$ cat src/rtl/ahb_lite_slave_buffer.sv
// rtl/ahb_lite_slave_buffer.sv - AHB-Lite slave terminating transfers into a word buffer
//
// Pipelined AHB-Lite slave holding DEPTH_WORDS 32-bit words. Word transfers
// only; out-of-range, misaligned or non-word transfers get a two-cycle ERROR.
// Every completed write to the last word of a 4-word block emits a one-cycle
// block_valid pulse carrying the whole 128-bit block.
//
// Ports:
//   HCLK, HRESETn          clock, asynchronous active-low reset
//   HSEL, HADDR, HWRITE,   address-phase controls
//   HSIZE, HBURST, HTRANS
//   HWDATA                 write data (data phase)
//   HRDATA, HREADY, HRESP  data-phase response
//   block_valid            one-cycle pulse after a block's word 3 is written
//   block_index            index of the completed block
//   block_data             completed block, word 0 in bits [31:0]
module ahb_lite_slave_buffer #(
  parameter logic [31:0] BASE_ADDR   = 32'h0000_0000,
  parameter int          DEPTH_WORDS = 16,
  parameter int          WAIT_STATES = 0,
  localparam int         IDX_W       = $clog2(DEPTH_WORDS),
  localparam int         BLK_W       = (IDX_W > 2) ? IDX_W - 2 : 1
) (
  input  logic               HCLK,
  input  logic               HRESETn,
  input  logic               HSEL,
  input  logic [31:0]        HADDR,
  input  logic               HWRITE,
  input  logic [2:0]         HSIZE,
  input  logic [2:0]         HBURST,
  input  logic [1:0]         HTRANS,
  input  logic [31:0]        HWDATA,
  output logic [31:0]        HRDATA,
  output logic               HREADY,
  output logic               HRESP,
  output logic               block_valid,
  output logic [BLK_W-1:0]   block_index,
  output logic [127:0]       block_data
);

  typedef enum logic [2:0] {
    ST_IDLE,
    ST_WAIT,
    ST_DATA,
    ST_ERR1,
    ST_ERR2
  } state_t;

  // WAIT is entered with the counter at WAIT_STATES-1 and left at zero,
  // giving exactly WAIT_STATES HREADY-low cycles.
  localparam logic [2:0] WS_LOAD = (WAIT_STATES > 0) ? 3'(WAIT_STATES - 1) : 3'd0;

  state_t           state, state_n;
  logic [2:0]       ws_cnt, ws_cnt_n;
  logic             ph_write;
  logic [IDX_W-1:0] ph_index;
  logic [31:0]      mem [DEPTH_WORDS];

  logic [31:0]      offset;
  logic             addr_legal;
  logic             accept;
  logic             wr_done;
  logic [IDX_W-1:0] blk_base;
  logic             unused_bits;

  // A HADDR below BASE_ADDR wraps to a huge offset and fails the range test.
  assign offset     = HADDR - BASE_ADDR;
  assign addr_legal = (offset < 32'(4 * DEPTH_WORDS)) &&
                      (HADDR[1:0] == 2'b00) && (HSIZE == 3'b010);

  assign HREADY  = (state != ST_WAIT) && (state != ST_ERR1);
  assign HRESP   = (state == ST_ERR1) || (state == ST_ERR2);
  assign accept  = HSEL && HREADY && HTRANS[1];
  assign wr_done = (state == ST_DATA) && ph_write;

  // The write of a preceding transfer commits on the edge that opens this
  // read's data phase, so a combinational read already sees the new value.
  assign HRDATA = (((state == ST_WAIT) || (state == ST_DATA)) && !ph_write) ?
                  mem[ph_index] : 32'h0;

  assign blk_base    = ph_index & ~IDX_W'(3);
  assign unused_bits = ^{HBURST, HTRANS[0]};

  always_ff @(posedge HCLK or negedge HRESETn) begin
    if (!HRESETn) begin
      state    <= ST_IDLE;
      ws_cnt   <= 3'd0;
      ph_write <= 1'b0;
      ph_index <= '0;
    end else begin
      state  <= state_n;
      ws_cnt <= ws_cnt_n;
      if (accept) begin
        ph_write <= HWRITE;
        ph_index <= offset[IDX_W+1:2];
      end
    end
  end

  always_comb begin
    state_n  = state;
    ws_cnt_n = ws_cnt;
    case (state)
      ST_WAIT: begin
        if (ws_cnt == 3'd0) state_n = ST_DATA;
        else                ws_cnt_n = ws_cnt - 3'd1;
      end
      ST_ERR1: state_n = ST_ERR2;
      default: begin
        // IDLE, DATA and ERR2 all drive HREADY high, so a new address
        // phase may be taken here.
        if (accept) begin
          if (!addr_legal) begin
            state_n = ST_ERR1;
          end else if (WAIT_STATES == 0) begin
            state_n = ST_DATA;
          end else begin
            state_n  = ST_WAIT;
            ws_cnt_n = WS_LOAD;
          end
        end else begin
          state_n = ST_IDLE;
        end
      end
    endcase
  end

  always_ff @(posedge HCLK or negedge HRESETn) begin
    if (!HRESETn) begin
      for (int i = 0; i < DEPTH_WORDS; i++) mem[i] <= 32'h0;
      block_valid <= 1'b0;
      block_index <= '0;
      block_data  <= '0;
    end else begin
      block_valid <= 1'b0;
      if (wr_done) begin
        mem[ph_index] <= HWDATA;
        if (ph_index[1:0] == 2'b11) begin
          block_valid <= 1'b1;
          block_index <= BLK_W'(ph_index >> 2);
          block_data  <= {HWDATA,
                          mem[blk_base | IDX_W'(2)],
                          mem[blk_base | IDX_W'(1)],
                          mem[blk_base]};
        end
      end
    end
  end

endmodule

$ cat config.mk
export PLATFORM = sky130hd
export DESIGN_NAME = ahb_lite_slave_buffer
export DESIGN_NICKNAME = d
export VERILOG_FILES = /design/src/rtl/ahb_lite_slave_buffer.sv
export SDC_FILE = /design/constraint.sdc
export NUM_CORES = 1
export LEC_CHECK = 0
export ABC_AREA = 1
export BUFFER_PORTS_ARGS = -buffer_cell sky130_fd_sc_hd__buf_4
export CAP_MARGIN = 20
export CORE_ASPECT_RATIO = 1.2
export CORE_UTILIZATION = 65
export DETAILED_ROUTE_END_ITERATION = 7
export GPL_ROUTABILITY_DRIVEN = 0
export PLACE_DENSITY = 0.85
export SLEW_MARGIN = 20
export SYNTH_ARGS = -nofsm -noshare
export SYNTH_HDL_FRONTEND = slang
export SYNTH_SLANG_ARGS = --single-unit
$ cat constraint.sdc
create_clock -name HCLK -period 3.43 [get_ports HCLK]
set_input_delay 0.1715 -clock HCLK [delete_from_list [all_inputs] [get_ports HCLK]]
set_output_delay 0.1715 -clock HCLK [all_outputs]
set_load 0.02 [all_outputs]
; ---- After elaboration in Yosys (flattened, before gate mapping)
; Index checks and enable logic that the tools add are counted.
[totals]
reg_bits = 654
input_bits = 76
out_inout_bits = 165
[classes]
add_sub_neg = 1
order_cmp = 6
eq_ne = 9
mux = 22
bitwise = 5
n_reduce_logical = 15
[op_table]
columns = operator, count
row1 = $bmux 32 s4, 4
row2 = $bwmux 512, 1
row3 = $mux 32, 10
row4 = $demux 32 s4, 1
row5 = $lt 32x7->1 const B, 1
row6 = $ge 5x5->1 const B, 4
row7 = $not 4->5, 4
row8 = $eq 3x2->1 const B, 3
row9 = $logic_and 1x1->1, 8
row10 = $mux 3, 2
row11 = $pmux 3 s2, 1
row12 = $lt 5x1->1 const B, 1
row13 = $reduce_and 2->1, 2
row14 = $eq 3x1->1 const B, 1
row15 = $eq 3x3->1 const B, 1
row16 = $logic_not 3->1, 1
row17 = $mux 1, 3
row18 = $ne 3x1->1 const B, 1
row19 = $ne 3x2->1 const B, 1
row20 = $sub 3x1->3 const B, 1
row21 = $eq 2x2->1 const B, 1
row22 = $logic_not 2->1, 1
row23 = $logic_or 1x1->1, 2
row24 = $ne 2x1->1 const B, 1
row25 = 2 further kinds, 2

; ---- Longest topological paths before layout
; Gate-level depths: netlist of the first run.
[logic_depth]
word_depth = 6
depth_mapped = 13
depth_no_buf = 9

; ---- Least setup slack after synthesis of the first run
; Ideal clock, no wire load.
[synth_timing]
path_kind = register to output
from = reg ph_index[2]
to = out HRDATA[10]
arrival_time_ns = 1.623
setup_slack_ns = 1.635
stages_incl_launch_ff = 14
path_buffers = 4
path_cell_list = dfrtp_1 -> buf_4 -> inv_2 -> buf_4 -> buf_6 -> buf_2 -> nand2_1 -> nand2_1 -> nand2_1 -> nand2_1 -> nand2_1 -> nand2_1 -> nor2_1 -> nor2_1
[synth_between]
elab_chain_len = 5
[synth_rtl]
columns = item, line_no
row1 = "start, declared", 56  ; logic [IDX_W-1:0] ph_index;
row2 = "start signal, assigned", 95  ; ph_index <= offset[IDX_W+1:2];
row3 = $not 4->5 (implied by the code), 79  ; mem[ph_index] : 32'h0;
row4 = $bmux 32 s4, 79
row5 = $mux 32 (implied by the code) (2 in series), 79
row6 = $mux 32, 78  ; assign HRDATA = (((state == ST_WAIT) || (state == ST_DATA)) && !ph_write) ?
row7 = "end, declared", 33  ; output logic [31:0] HRDATA,
; No other way between the ends. The select of a mux whose other input is x is not followed.

; ---- Worst setup path after layout of the first run
[layout_timing]
from = reg ph_index[2]
to = out HRDATA[17]
; Same word-level chain as after synthesis.

==> impl_metrics.ini, run 1 <==
[floorplanning]
start_util_pct = 66.4
fp.dieW_um = 196
die_area_um2 = 45800
core_area_um2 = 44000
die_y_um = 234
std_cell_rows = 84
num_io_pins = 241

[timing]
drv_slew = 0
setup_tns_ns = 0
relSlewSlack_pct = 25.7
min_period_over_period_pct = 95.0
worst_pin_slew_ns = 1.11
setup-violations-final = 0
max_freq_mhz = 307
rsz0062_at_grt = false
fin_skew_ns = 0.0160
period_minus_slack_ns = 3.26
final_hold_viol_count = 0

[routing]
vias = 25726
vias_per_cell = 5.77
dr.pass1.iters = 8
drc = 0
drt_iter0_drc = 2498
post_drt_wl_per_cell_um = 17.6
ant_nets = 0
drt-total-wl_mm = 78.3

[worst_setup_path]
startpoint = ph_index[2]
critPathArrivalTime_ns = 3.09
slowest_delay_ns = 0.84
reg2reg_depth = 5
critPathRequiredTime_ns = 3.26
crit_type = register to primary output
rr_startpoint = ph_index[0]
path_cells = buf_4, nand2_1, nand2_1, nand2_1, nand2_1, nand2_1, nand2_1, nor2_1, nor2_1, buf_4
crit_path_end = HRDATA[17]
reg2reg_slack_ns = 0.66
critical_path.top_delay_family = buffers and inverters
crit_fanout = 94
cp-start-kind = register
worstReg2RegEnd = mem[394]
endpoint_kind = primary output
cp_num_buf_inv = 2
crit_top_cell = nand2_1
cp.depth = 10
cp_slowest_cell = buf_4

[clock_tree]
clock_sink_count = 654
clk_path_buf_depth = 3
numCtsBuffers = 60
clockRootBuffer = clkbuf_16
cts_tree = yes
clock_latency_ns = 0.61
cts_max_level = 2
clkTransAtPathRegs_ns = 0.07

[global_routing]
grt_overflow = 0
grt_first_pass_wirelength_mm = 126
grt_usage_pct = 34.9
antenna_found_initial = 0
grt_max_degree = 121
grt_pass1_vias = 24106

[finish]
layout.nets = 3924
layout-drive-gt1-share_pct = 11.1
syn_to_final_growth_pct = 14.3
antenna_cells = 0

[logic_synthesis]
syn_inst = 3738
synth_seq_cells = 654
yosysUniqueCellTypes = 29
ys_seq_area_share_pct = 56.0
syn_nets = 3816
syn_area_um2 = 29200
yosysWarnings = 0
syn_area_per_cell_um2 = 7.82

[run]
maxCapViolations = 0

[worst_hold_path]
hp-class = input pin to register

[place]
io_buffers = 236
dp.final_hpwl_mm = 45.9

[power]
peakVddDrop_uv = 498
finalPower_mw = 28.3
p_per_area_nw_per_um2 = 848
leakage_nw = 18.3

[outcome]
status = finished clean
[through the flow]
step | util [%] | std cells | hold WS (ns) | cell area (um^2) | setup WS (ns)
2_1_floorplan | - | 3738 | -0.124 | 29200 | 1.64
3_3_place_gp | 70.8 | 4329 | 0.350 | 31200 | 0.775
3_5_place_dp | 70.8 | 4329 | 0.349 | 31200 | 0.676
4_1_cts | 75.8 | 4455 | 0.0775 | 33400 | 0.212
5_1_grt | 75.8 | 4455 | 0.132 | 33400 | 0.0397
6_report | 75.8 | 4455 | 0.102 | 33400 | 0.173
[cell families (layout without fill, tap and decap cells)]
logic type	count (synthesis)	count (layout)	synth area share, %
AND/OR/NAND/NOR	2186	2186	29.2
buffers and inverters	310	468	4.62
adder cells (fa/ha/maj)	2	2	0.0856
AO/OA/AOI/OAI	585	585	10.0
flip-flops	654	654	56.0
XOR/XNOR	1	1	0.0300
[where the power goes]
group / internal, mW / leakage [nW] / switching [mW] / total [mW]
Combinational: 3.39 / 10.2 / 5.44 / 8.83
Clock: 4.06 / 1.04 / 2.90 / 6.97
Sequential: 10.8 / 6.97 / 1.70 / 12.5
Total: 18.3 / 18.3 / 10.0 / 28.3
[state kept, by name, summed over array words and instances, names as in the netlist]
name	flops
state	3
block_valid	1
block_index	2
ph_index	4
block_data	128
ws_cnt	3
mem	512
ph_write	1
[worst min path at each step]
stage                            to       start  cells after the start
detailed placement  block_data[102]     HRESETn                      1
global placement    block_data[102]     HRESETn                      1
CTS                        mem[445]  HWDATA[29]                      3
finish                     mem[445]  HWDATA[29]                      3
floorplan             block_data[0]     HRESETn                      0
global route               ph_write   HTRANS[1]                      4
[metal layers]
layer	vias to the layer above	share of wire [%]	routed length [um]	track usage (%)
li1	12003	-	-	-
met1	12264	41	32000	48.9
met2	1307	46	36300	55.2
met3	152	10	7810	6.36
met4	0	2.8	2200	12.1
met5	-	0	0	0
[timing repair]
| item | CTS | global route |
|---|---|---|
| hold buffers | 14 | 0 |
| endpoints found under the setup margin | 0 | 0 |
| resized for setup | 0 | 0 |
| hold endpoints to repair | 108 | 0 |
| setup buffers | 0 | 0 |
[cell usage after synthesis (all sizes together)]
library cell	number	share of area, %
inv	46	0.59
nor3	4	0.11
nor3b	1	0.026
nor2	87	1.3
nand3	112	2.3
dfrtp	654	56
nand2	1978	25
buf	129	2.3
nand4	3	0.064
clkbuf	133	1.7
xor2	1	0.030
clkinv	2	0.043
o21ai	585	10
or2	1	0.021
ha	2	0.086
[cells in the final DEF (no fill, tap or decap), types with 4 or more instances in the layout]
cell,Yosys,routed
nand3_1,98,98
nor2_1,80,80
buf_4,7,280
o21ai_0,321,321
nand3_2,8,8
nand2_2,5,4
dlygate4sd3_1,0,14
nor2_4,5,6
o21ai_1,264,263
clkbuf_8,0,20
buf_12,1,13
clkbuf_16,0,61
nand3_4,6,6
bufinv_16,0,5
dfrtp_1,654,652
inv_1,43,42
clkinv_2,0,12
clkbuf_1,132,10
nand2_1,1973,1973
[tightest hold or removal path: cells and delay by family]
kind	cells	cell delay (ns)
AO/OA/AOI/OAI	1	0.20
buffers and inverters	2	0.30
[cell type report]
class | instances | area (um^2)
Inverter | 48 | 195
Multi-Input combinational cell | 2774 | 11500
Sequential cell | 654 | 16400
Clock inverter | 21 | 244
Fill cell | 3223 | 10600
Timing Repair Buffer | 308 | 2520
Tap cell | 559 | 699
Clock buffer | 91 | 1840
No activity file was read; power rests on OpenSTA's default activity.
==> run 2: changes to the inputs <==
CORE_UTILIZATION = 35   (was 65)
PLACE_DENSITY = 0.54   (was 0.85)
==> impl_metrics.ini, run 2 (same netlist as run 1, synthesis figures left out) <==
[timing]
min_period_over_period_pct = 94.8
setup-violations-final = 0
period_minus_slack_ns = 3.25
relSlewSlack_pct = 36.9
worst_pin_slew_ns = 0.943
drv_slew = 0
rsz0062_at_grt = false
max_freq_mhz = 308
fin_skew_ns = 0.0175
setup_tns_ns = 0
final_hold_viol_count = 0

[worst_setup_path]
rr_startpoint = ph_index[0]
path_cells = inv_8, buf_4, nand2_1, nand2_1, nand2_1, nand2_1, nand2_1, nand2_1, nor2_1, nor2_1, buf_4
startpoint = ph_index[2]
slowest_delay_ns = 0.66
worstReg2RegEnd = mem[2]
crit_type = register to primary output
crit_top_cell = nand2_1
cp-start-kind = register
cp_slowest_cell = dfrtp_4
endpoint_kind = primary output
critPathArrivalTime_ns = 3.08
crit_fanout = 42
reg2reg_slack_ns = 0.82
critPathRequiredTime_ns = 3.26
crit_path_end = HRDATA[1]
reg2reg_depth = 6

[clock_tree]
cts_max_level = 3
clock_latency_ns = 0.63
clkTransAtPathRegs_ns = 0.06
clockRootBuffer = clkbuf_16
cts_tree = yes
numCtsBuffers = 71
clock_sink_count = 654
clk_path_buf_depth = 3

[place]
io_buffers = 236
dp.cells = 4892
dpl_cell_area_um2 = 32100
dp.final_hpwl_mm = 56.3

[power]
comb_power_share_pct = 29.8
pwr-share-seq_pct = 42.5
switching_power_mw = 10.2
power_frac_clock_pct = 27.6
p_per_area_nw_per_um2 = 847
p_sw_share_pct = 34.9
internal_power_mw = 19.1
peakVddDrop_uv = 593
leakage_nw = 18.5

[routing]
drt-total-wl_mm = 91.7
vias = 24591
post_drt_wl_per_cell_um = 18.2
vias_per_cell = 4.88
drt_iter0_drc = 1911
drc = 0
dr.pass1.iters = 5
ant_nets = 0

[global_routing]
grt_usage_pct = 21.9
antenna_found_initial = 0
grt_max_degree = 106
grt_overflow = 0
grt_pass1_vias = 23473
grt_first_pass_wirelength_mm = 144

[finish]
largestRegisters = mem: 512 flops, block_data: 128 flops, ph_index: 4 flops
largest_reg_flops = 512
layout_commonest_cell = nand2_1
syn_to_final_growth_pct = 18.6
top_register = mem
layout-drive-gt1-share_pct = 11.4
final_cell_mix = nand2_1, dfrtp_1, o21ai_0, buf_4, o21ai_1
layout.nets = 3946
stdcell_count = 5035
fin_area_um2 = 34600

[floorplanning]
std_cell_rows = 115
die_y_um = 319
die_area_um2 = 84700
start_util_pct = 35.5
num_io_pins = 241
fp.dieW_um = 266
core_area_um2 = 82300

[outcome]
status = finished clean

[worst_hold_path]
hp-class = input pin to asynchronous set/reset pin

[run]
maxCapViolations = 0
-- run 2: worst min-delay path by stage --
stage,endpoint,slack [ns],cells past startpoint
6_report,block_data[110],0.14,2
5_1_grt,mem[416],0.16,3
4_1_cts,mem[390],0.13,3
3_5_place_dp,block_data[110],0.26,1
3_3_place_gp,block_data[110],0.27,1
2_1_floorplan,block_data[0],-0.12,0
-- run 2: area by class of cell --
cell class,count,area [um^2]
tap,1111,1390
fill,8677,47700
antenna,2,5.00
inverter,48,200
timing repair buffer,319,2710
clock inverter,21,328
multi-input combinational,2774,11500
clock buffer,106,2110
sequential,654,16400
-- run 2: metal layers --
metal  track usage [%]  wire (um)  part of all wire (%)
met1              31.0      42600                    46
met4              5.63       1940                   2.1
met5                 0          0                     0
met3              2.49       3950                   4.3
met2              35.6      43200                    47
-- run 2: through the flow --
stage	utilization, %	hold WS [ns]	worst slack (ns)	power [mW]
2_1_floorplan	-	-0.124	1.64	18.1
3_3_place_gp	38.9	0.266	0.793	21.2
3_5_place_dp	38.9	0.258	0.791	21.4
4_1_cts	42.1	0.126	0.113	29.6
5_1_grt	42.1	0.161	0.0120	31.4
6_report	42.1	0.137	0.179	29.3
-- run 2: power by group through the flow --
stage	registers (mW)	clock network, mW	logic (mW)
6_report	12.5	8.11	8.76
3_3_place_gp	12.5	0	8.69
2_1_floorplan	13.1	0	4.97
4_1_cts	12.5	8.27	8.87
5_1_grt	12.9	8.59	9.99
3_5_place_dp	12.6	0	8.83
-- run 2: critical path, delay by kind of cell, from the launching register on --
family                 cells  cell delay, ns
buffers and inverters      3            0.96
flip-flops                 1            0.66
AND/OR/NAND/NOR            8            0.82
-- run 2: repair_timing --
item	CTS	global route
hold endpoints to repair	73	0
setup endpoints to repair	0	2
setup buffers	0	0
resized for setup	0	1
hold buffers	14	0
